===== src/rtl/usbfs_pkg.sv =====
// USB full-speed transmit packetiser shared definitions.
// Holds the PID codes, the CRC16 constants and the packetiser FSM encoding.
// Has no logic and no latency.
package usbfs_pkg;

  // Token-independent PIDs this block can send
  localparam logic [3:0] PID_DATA0 = 4'h3;
  localparam logic [3:0] PID_DATA1 = 4'hB;
  localparam logic [3:0] PID_ACK   = 4'h2;
  localparam logic [3:0] PID_NAK   = 4'hA;
  localparam logic [3:0] PID_STALL = 4'hE;

  // USB CRC16: poly 0x8005 processed LSB first, so the reflected form is used
  localparam logic [15:0] CRC16_POLY_REFL = 16'hA001;
  localparam logic [15:0] CRC16_INIT      = 16'hFFFF;
  // Remainder a receiver sees after clocking in a good packet including its CRC
  localparam logic [15:0] CRC16_RESIDUAL  = 16'hB001;

  typedef enum logic [2:0] {
    ST_IDLE,
    ST_PID,
    ST_DWAIT,
    ST_DATA,
    ST_CRC_LO,
    ST_CRC_HI
  } tx_state_e;

  // Only DATA0/DATA1 carry a payload; anything else goes out as a bare one-byte packet
  function automatic logic pid_is_data(input logic [3:0] pid);
    return (pid == PID_DATA0) || (pid == PID_DATA1);
  endfunction

endpackage


===== src/rtl/usbfs_crc16.sv =====
// One-byte update of the USB CRC16 (reflected 0xA001, byte consumed LSB first).
// Purely combinational, zero latency.
// No flow control; the caller decides when to register the result.
module usbfs_crc16
  import usbfs_pkg::*;
(
  input  logic [15:0] i_crc,
  input  logic [7:0]  i_byte,
  output logic [15:0] o_crc
);

  // Eight serial LFSR steps unrolled, bit 0 of the byte first
  always_comb begin
    logic [15:0] c;
    c = i_crc;
    for (int i = 0; i < 8; i++) begin
      if (c[0] ^ i_byte[i]) begin
        c = (c >> 1) ^ CRC16_POLY_REFL;
      end else begin
        c = c >> 1;
      end
    end
    o_crc = c;
  end

endmodule


===== src/rtl/usbfs_tx_pkt.sv =====
// USB FS IN-endpoint packetiser: PID, payload from the local buffer, CRC16 (or a bare handshake).
// Latency: byte valid one cycle after request; payload starts WR_LAT cycles after the PID is taken.
// Backpressure: valid/ready; a presented byte and its last flag hold until i_txReady accepts it.
module usbfs_tx_pkt
  import usbfs_pkg::*;
#(
  parameter int MAX_PKT = 8,
  parameter int WR_LAT  = 2
) (
  input  logic                       i_clk,
  input  logic                       i_rst_n,
  input  logic                       i_txReq,
  input  logic [3:0]                 i_txPid,
  output logic                       o_txBusy,
  output logic                       o_etTxAccepted,
  input  logic                       i_etWrEn,
  input  logic [$clog2(MAX_PKT)-1:0] i_etWrIdx,
  input  logic [7:0]                 i_etWrByte,
  output logic                       o_txValid,
  output logic [7:0]                 o_txData,
  output logic                       o_txLast,
  input  logic                       i_txReady
);

  localparam int IW = $clog2(MAX_PKT);
  localparam int CW = IW + 1;
  localparam int LW = (WR_LAT > 1) ? $clog2(WR_LAT) : 1;
  localparam logic [CW-1:0] MAX_CNT = CW'(MAX_PKT);

  tx_state_e       state_q, state_d;
  logic            vld_q, vld_d;
  logic [7:0]      dat_q, dat_d;
  logic            last_q, last_d;
  logic            acc_q, acc_d;
  logic            is_data_q, is_data_d;
  logic [CW-1:0]   wr_cnt_q, wr_cnt_d;
  logic [CW-1:0]   rd_idx_q, rd_idx_d;
  logic [15:0]     crc_q, crc_d;
  logic [LW-1:0]   wait_q, wait_d;
  logic [7:0]      buf_q [MAX_PKT];

  logic            accept;
  logic            slot;
  logic            have_data;
  logic [7:0]      rd_byte;
  logic [15:0]     crc_nxt;

  assign accept    = vld_q & i_txReady;
  // A payload slot opens when nothing is pending or the pending byte leaves this cycle
  assign slot      = ~vld_q | i_txReady;
  assign have_data = (rd_idx_q < wr_cnt_q) && (rd_idx_q < MAX_CNT);
  assign rd_byte   = buf_q[rd_idx_q[IW-1:0]];

  usbfs_crc16 u_crc (
    .i_crc  (crc_q),
    .i_byte (rd_byte),
    .o_crc  (crc_nxt)
  );

  // Packet buffer: plain write port, contents deliberately survive reset
  always_ff @(posedge i_clk) begin
    if (i_etWrEn) begin
      buf_q[i_etWrIdx] <= i_etWrByte;
    end
  end

  // Next-state and output-register logic for the packet FSM
  always_comb begin
    state_d   = state_q;
    vld_d     = vld_q;
    dat_d     = dat_q;
    last_d    = last_q;
    acc_d     = 1'b0;
    is_data_d = is_data_q;
    rd_idx_d  = rd_idx_q;
    crc_d     = crc_q;
    wait_d    = wait_q;
    wr_cnt_d  = wr_cnt_q;
    if (i_etWrEn && (wr_cnt_q != MAX_CNT)) begin
      wr_cnt_d = wr_cnt_q + CW'(1);
    end

    unique case (state_q)
      ST_IDLE: begin
        if (i_txReq) begin
          state_d   = ST_PID;
          vld_d     = 1'b1;
          dat_d     = {~i_txPid, i_txPid};
          is_data_d = pid_is_data(i_txPid);
          last_d    = ~pid_is_data(i_txPid);
          // New packet starts from an empty buffer; a coincident write is dropped from the count
          wr_cnt_d  = '0;
          rd_idx_d  = '0;
          crc_d     = CRC16_INIT;
        end
      end
      ST_PID: begin
        if (accept) begin
          vld_d  = 1'b0;
          last_d = 1'b0;
          if (is_data_q) begin
            state_d = ST_DWAIT;
            acc_d   = 1'b1;
            wait_d  = '0;
          end else begin
            state_d = ST_IDLE;
          end
        end
      end
      ST_DWAIT: begin
        if ((WR_LAT <= 1) || (wait_q == LW'(WR_LAT - 1))) begin
          state_d = ST_DATA;
        end else begin
          wait_d = wait_q + LW'(1);
        end
      end
      ST_DATA: begin
        if (slot) begin
          if (have_data) begin
            vld_d    = 1'b1;
            dat_d    = rd_byte;
            rd_idx_d = rd_idx_q + CW'(1);
            crc_d    = crc_nxt;
          end else begin
            // First empty slot ends the payload; CRC low byte follows without a gap
            state_d = ST_CRC_LO;
            vld_d   = 1'b1;
            dat_d   = ~crc_q[7:0];
          end
        end
      end
      ST_CRC_LO: begin
        if (accept) begin
          state_d = ST_CRC_HI;
          dat_d   = ~crc_q[15:8];
          last_d  = 1'b1;
        end
      end
      ST_CRC_HI: begin
        if (accept) begin
          state_d = ST_IDLE;
          vld_d   = 1'b0;
          last_d  = 1'b0;
        end
      end
      default: state_d = ST_IDLE;
    endcase
  end

  // State and output registers; reset aborts any packet in flight
  always_ff @(posedge i_clk or negedge i_rst_n) begin
    if (!i_rst_n) begin
      state_q   <= ST_IDLE;
      vld_q     <= 1'b0;
      dat_q     <= 8'h00;
      last_q    <= 1'b0;
      acc_q     <= 1'b0;
      is_data_q <= 1'b0;
      wr_cnt_q  <= '0;
      rd_idx_q  <= '0;
      crc_q     <= CRC16_INIT;
      wait_q    <= '0;
    end else begin
      state_q   <= state_d;
      vld_q     <= vld_d;
      dat_q     <= dat_d;
      last_q    <= last_d;
      acc_q     <= acc_d;
      is_data_q <= is_data_d;
      wr_cnt_q  <= wr_cnt_d;
      rd_idx_q  <= rd_idx_d;
      crc_q     <= crc_d;
      wait_q    <= wait_d;
    end
  end

  assign o_txBusy       = (state_q != ST_IDLE);
  assign o_etTxAccepted = acc_q;
  assign o_txValid      = vld_q;
  assign o_txData       = dat_q;
  assign o_txLast       = last_q;

  // A request while busy is silently dropped by the FSM; make it visible in simulation
  a_no_req_while_busy: assert property (@(posedge i_clk) disable iff (!i_rst_n) !(i_txReq && o_txBusy));

endmodule


===== config.mk =====
export PLATFORM = sky130hd
export DESIGN_NAME = usbfs_tx_pkt
export DESIGN_NICKNAME = d
export VERILOG_FILES = /design/src/rtl/usbfs_pkg.sv /design/src/rtl/usbfs_crc16.sv /design/src/rtl/usbfs_tx_pkt.sv
export SDC_FILE = /design/constraint.sdc
export NUM_CORES = 1
export LEC_CHECK = 0
export BUFFER_PORTS_ARGS = -buffer_cell sky130_fd_sc_hd__buf_2
export CORE_MARGIN = 3
export CORE_UTILIZATION = 57
export CTS_BUF_LIST = sky130_fd_sc_hd__clkbuf_2 sky130_fd_sc_hd__clkbuf_4 sky130_fd_sc_hd__clkbuf_8
export DETAILED_ROUTE_END_ITERATION = 16
export GPL_TIMING_DRIVEN = 0
export PLACE_DENSITY = 0.79
export SKIP_LAST_GASP = 1
export SYNTH_ARGS = -nofsm -noshare
export SYNTH_HDL_FRONTEND = slang
export SYNTH_SLANG_ARGS = --single-unit

===== constraint.sdc =====
create_clock -name i_clk -period 2.8 [get_ports i_clk]
set_input_delay 0.56 -clock i_clk [delete_from_list [all_inputs] [get_ports i_clk]]
set_output_delay 0.56 -clock i_clk [all_outputs]
set_load 0.02 [all_outputs]

======== After elaboration in Yosys (flattened, before gate mapping) ========
Memory sizes are Yosys's and may differ from the RTL's.
Index checks and enable logic that the tools add are counted.
storage, ports and cells
  flip-flop bits (word level) ............. 40
  memory bits (writable) .................. 64
  input bits .............................. 20
  output and inout port bits .............. 12
  logic and storage cells ................. 124
  memories ................................ 1
cells by class
  $add $sub $neg .......................... 3
  $lt $le $gt $ge ......................... 2
  equal/unequal tests ..................... 18
  muxes and demuxes ....................... 49
  bitwise operators ....................... 23
  reduce and logical (&&, ||, !) cells .... 18
memories
  memory  words  bits a word  read ports  clocked after memory_dff  wr ports  RTL line            RTL
  buf_q   8      8            1           0                         1         usbfs_tx_pkt.sv:40  logic [7:0] buf_q [MAX_PKT];
operators by type and width
  cell                 count
  $mux 16              11
  $mux 8               4
  $pmux 16 s2          1
  $mux 4               6
  $not 2->3            8
  $pmux 8 s3           1
  $mux 3               7
  $ne 2x2->1 const B   9
  $pmux 3 s6           1
  $not 8->8            2
  $reduce_and 4->1     4
  $mux 1               13
  $reduce_bool 3->1    4
  $add 4x1->4 const B  2
  $pmux 4 s2           1
  $xor 1x1->1          8
  $reduce_and 7->1     1
  $eq 3x2->1 const B   2
  $eq 3x3->1 const B   2
  $pmux 1 s3           2
  $eq 4x2->1 const B   1
  $eq 4x4->1 const B   1
  $lt 4x4->1           1
  $lt 4x4->1 const B   1
  other kinds (17)     20

======== Longest topological paths before layout ========
An unclocked memory read counts as a cell.
  word-level depth ........................ 20
  mapped depth ............................ 11
  depth with buffers taken out ............ 8

======== Cells and area by module ========
A second synthesis with hierarchy kept.
second synthesis, totals
  cells, all modules ...................... 377
  area, all modules ....................... 4999.8 um^2
by module, submodules not included
  module        instances  cells an instance  area each (um^2)  seq. area each (um^2)
  usbfs_tx_pkt  1          351                4748.3            2942.8
  usbfs_crc16   1          26                 251.5             0.0

======== Least setup slack after synthesis ========
OpenSTA, ideal clock, no wires.
  path kind ............................... register to register
  start ................................... reg rd_idx_q[0]
  end ..................................... reg crc_q[0]
  library setup time ...................... 0.073 ns
  data arrival time ....................... 2.576 ns
  required time ........................... 2.727 ns
  setup slack ............................. 0.151 ns
  cell stages (with the launch flop) ...... 10
  path buffers ............................ 2
  clock period less this slack ............ 2.649 ns
  path through ............................ dfrtp_1 -> buf_6 -> buf_8 -> mux2i_1 -> mux4_2 -> xor2_2 -> xnor2_2 -> xnor3_1 -> xnor3_1 -> a21oi_1
between the ends
  cells in the longest elaborated chain, start to end .. 20
  elaborated cells between the ends (all ways) .. 25
  classes of those cells .................. 2 x order compare; 1 x eq/ne; 11 x mux; 8 x bitwise; 2 x reduce/logical; 1 x memory
ends and longest elaborated chain
  element                 RTL line             RTL
  start, declared         usbfs_tx_pkt.sv:37   logic [CW-1:0] rd_idx_q, rd_idx_d;
  start signal, assigned  usbfs_tx_pkt.sv:171  rd_idx_q <= rd_idx_d;
  $mem_v2 8x8             -
  $xor 1x1->1             usbfs_crc16.sv:17    if (c[0] ^ i_byte[i]) begin
  $mux 16                 usbfs_crc16.sv:17
  $xor 1x1->1             usbfs_crc16.sv:17
  $mux 16                 usbfs_crc16.sv:17
  $xor 1x1->1             usbfs_crc16.sv:17
  $mux 16                 usbfs_crc16.sv:17
  $xor 1x1->1             usbfs_crc16.sv:17
  [... 4 more ...]        -
  $mux 16                 usbfs_crc16.sv:17
  $xor 1x1->1             usbfs_crc16.sv:17
  $mux 16                 usbfs_crc16.sv:17
  $xor 1x1->1             usbfs_crc16.sv:17
  $mux 16                 usbfs_crc16.sv:17
  $mux 16                 usbfs_tx_pkt.sv:119  if (have_data) begin
  $mux 16                 usbfs_tx_pkt.sv:118  if (slot) begin
  $pmux 16 s2             usbfs_tx_pkt.sv:83   unique case (state_q)
  end signal, assigned    usbfs_tx_pkt.sv:172  crc_q <= crc_d;
  end, declared           usbfs_tx_pkt.sv:38   logic [15:0] crc_q, crc_d;
Several ways; a longest one is shown, not always the timed one. The select of a mux whose other input is x is not followed.
A chain may end at the register's enable or synchronous reset.

======== Worst setup path after layout ========
  start ................................... reg rd_idx_q[1]
  end ..................................... reg crc_q[0]
The elaborated chain is that of the path after synthesis.

==> impl_results.md <==
* Later-pin clock latency in the skew report at 0.38 ns
* Synth Warn # at 0
* CP top delay family: XOR/XNOR gates
* Largest net degree at the start of global routing at 41
* Register area share after synthesis at 58.98%
* Worst hold-check slack at 0.2942 ns
* Clock slew at the register clock pins of the worst setup and hold paths at 0.10 ns
* Clock network power share at 12.0%
* Post-DP HPWL at 6.901 mm
* Share of the synthesized area in the top cell type at 38.52%
* CP max stage cell: xor3_2
* Die Area at 9912 um^2
* # DRC at 0
* Mapped Area at 4990 um^2
* Vias per cell at 5.801
* Max_cap viols at 0
* Final Skew at 0.01207 ns
* Most used cell, CP: buf_6
* Maximum vdd ir drop at 0.6458 mV
* WL final at 10.20 mm
* DRT iter0 DRCs at 194
* Fin. Hold Viols at 0
* Outcome: completed
* Synthesized instance count at 402
* Sw frac at 38.48%
* Leak Pwr at 0.002233 uW
* Highest-count cells in the layout ignoring fill and taps: edfxtp_1, nor2_1, mux2i_1, buf_2
* First-pass GRT wire length at 15.88 mm
* Gr usage total at 20.91%
* Vias after detailed routing at 3,318
* Syn Area/Cell at 12.41 um^2
* FF+latch count, synth at 104
* Final setup margin at 0.002638 ns
* Die Y at 99.56 um
* DR pass1 iterations at 4
* CP Max Fanout at 10
* Startpoint types: flop
* Critical path endpoint category: flop
* Diodes inserted at 0
* Util after Layout at 68.57%
* Synth area leaders: edfxtp_1, dfrtp_1, dfstp_2
* Antenna viol nets, final at 0
* Root buffer cell: clkbuf_8
* Comb power frac at 57.5%
* CTS Buf Count at 9
* Internal Power at 4523 uW
* HP Class: in2async
* Post-route minimum period at 2.797 ns
* P&R area growth vs syn at 14.62%
* Top FF cell, synth: edfxtp_1
* GRT Residual Overflow at 0
* Filler instances at 602
* PwrDens at 1286 nW/um^2
* Commonest non-fill, non-tap cell in the layout: edfxtp_1
* Drt wl/cell at 17.84 um
* Asr flop ratio synth at 38.46%
* H-Tree Depth at 3
* Post-synth EDFFs at 64
* Netlist cell types at 47
* Port bufs at 31
* Yosys top cell by area: edfxtp_1
* Synthesized Nets at 428
* Pins Over Slew Limit at 0
* Buf+Inv Stages, Crit Path at 3
* CTS tree: built
* Boundary pin count at 32
* Die width at 99.56 um
* Critical path arrival at 3.10 ns
* Dpl ws at -0.2577 ns
* Layout Nets at 488
* RSZ-0062 raised after global routing: true
* CTS Hold Bufs at 0
* Setup CP Type: reg2reg
* Antenna violations before repair at 0
* Flop pwr share at 30.5%
* Fin crit share at 99.91%
* Endpoints failing setup at 0
* Setup TNS at 0 ns
* Core region area at 8341 um^2
* Layout cells sized above 1 at 26.34%
* Total chip power at 7353 uW
* Placer congestion estimate at 0.8710
* Total number of clock tree sinks at 104
* Number of global-route vias before repair at 3,162
* CP Data Required Time at 3.11 ns
* CTS Buffer Depth at 2
* Initial Util at 59.83%
* Maximum clock rate at 357.5 MHz
* CP max stage delay at 0.49 ns
* Slew HR at 30.34%
* Least-Margin Pin Slew at 1.037 ns
* Worst-path cell chain: buf_4, buf_6, buf_6, nor2_1, nand2_1, nand4_1, xor3_2, xnor3_2, xnor3_1, a21oi_1
* Switch Pwr at 2830 uW
* Core Rows at 33
-- cell families after synthesis --
logic type,count (synthesis),synth area share [%]
DFF,104,58.98
xor gates and xnor gates,27,6.344
and+or+nand+nor,112,10.13
AOI/OAI and AO/OA,77,9.403
buffers and inverters,29,2.733
adders and majority gates,6,1.504
muxes,47,10.91
-- layer usage --
layer	vias up	routed length, um	GRT usage, %
li1	1572	-	-
met1	1625	4320	27.13
met2	106	5167	36.05
met3	15	544	2.805
met4	0	171	7.668
met5	-	0	0
-- per-stage QoR --
stage	instances	area (um^2)
final	572	5719
after global routing	572	5719
after CTS	554	5527
after detailed placement	538	5276
after global placement	538	5276
after floorplan	402	4990
-- worst paths after layout --
path / cells past startpoint / slack [ns] / to / from
worst min-delay path: 1 / 0.29 / wait_q$_DFFE_PN0P_ / i_rst_n
worst min register to register: 2 / 0.51 / crc_q[12]$_DFFE_PN1P_ / crc_q[12]$_DFFE_PN1P_
worst max-delay path: 10 / 0.003 / crc_q[0]$_DFFE_PN1P_ / rd_idx_q[1]$_DFFE_PN0P_
max in group asynchronous: 1 / 1.90 / rd_idx_q[2]$_DFFE_PN0P_ / i_rst_n
worst max register to register: 10 / 0.003 / crc_q[0]$_DFFE_PN1P_ / rd_idx_q[1]$_DFFE_PN0P_
min in group i_clk: 1 / 0.44 / buf_q[0][3]$_DFFE_PP_ / i_etWrByte[3]
-- power by group through the flow --
| stage | Combinational, uW | Clock [uW] | Sequential (uW) |
|---|---|---|---|
| 6_report | 4230 | 880 | 2240 |
| 5_1_grt | 4570 | 945 | 2280 |
| 4_1_cts | 3470 | 893 | 2230 |
| 3_5_place_dp | 3360 | 0 | 2250 |
| 3_3_place_gp | 3280 | 0 | 2230 |
| 2_1_floorplan | 2620 | 0 | 2290 |
-- Yosys cell counts (2+ instances only) --
cell / n
a211oi_1: 2
a21o_1: 2
a21oi_1: 27
a22oi_1: 8
a311oi_1: 4
and2_1: 2
and3_1: 3
buf_2: 3
clkbuf_1: 14
dfrtp_1: 24
dfstp_2: 16
edfxtp_1: 64
ha_1: 6
inv_1: 8
mux2_2: 9
mux2i_1: 33
mux4_2: 5
nand2_1: 27
nand2b_1: 9
nand3_1: 3
nand3b_1: 2
nand4_1: 2
nor2_1: 48
nor2b_1: 7
nor3_1: 7
o211ai_1: 2
o21ai_0: 24
o221ai_1: 2
xnor2_1: 11
xnor3_1: 2
xor2_1: 9
xor2_2: 2
-- area by class of cell --
cell class	instances	area, um^2	share of cell area [%]
sequential	104	2944	51.48
multi-input combinational	269	2013	35.20
timing repair buffer	50	295.3	5.163
clock buffer	10	131.4	2.297
tap	105	131.4	2.297
buffer	20	122.6	2.144
clock inverter	6	51.30	0.8970
inverter	8	30.03	0.5250
-- registers in the layout (all words and copies together) (netlist names) --
register        flops
o_txData            8
wr_cnt_q            4
crc_q              16
is_data_q           1
o_txLast            1
buf_q              64
wait_q              1
state_q             3
o_txValid           1
rd_idx_q            4
o_etTxAccepted      1
-- repair_timing --
action	CTS	global route
setup buffers	1	17
setup endpoints to repair	11	8
pin swaps	2	11
gates resized for setup	13	11
hold endpoints to repair	0	0
No activity file was read; power rests on OpenSTA's default activity.
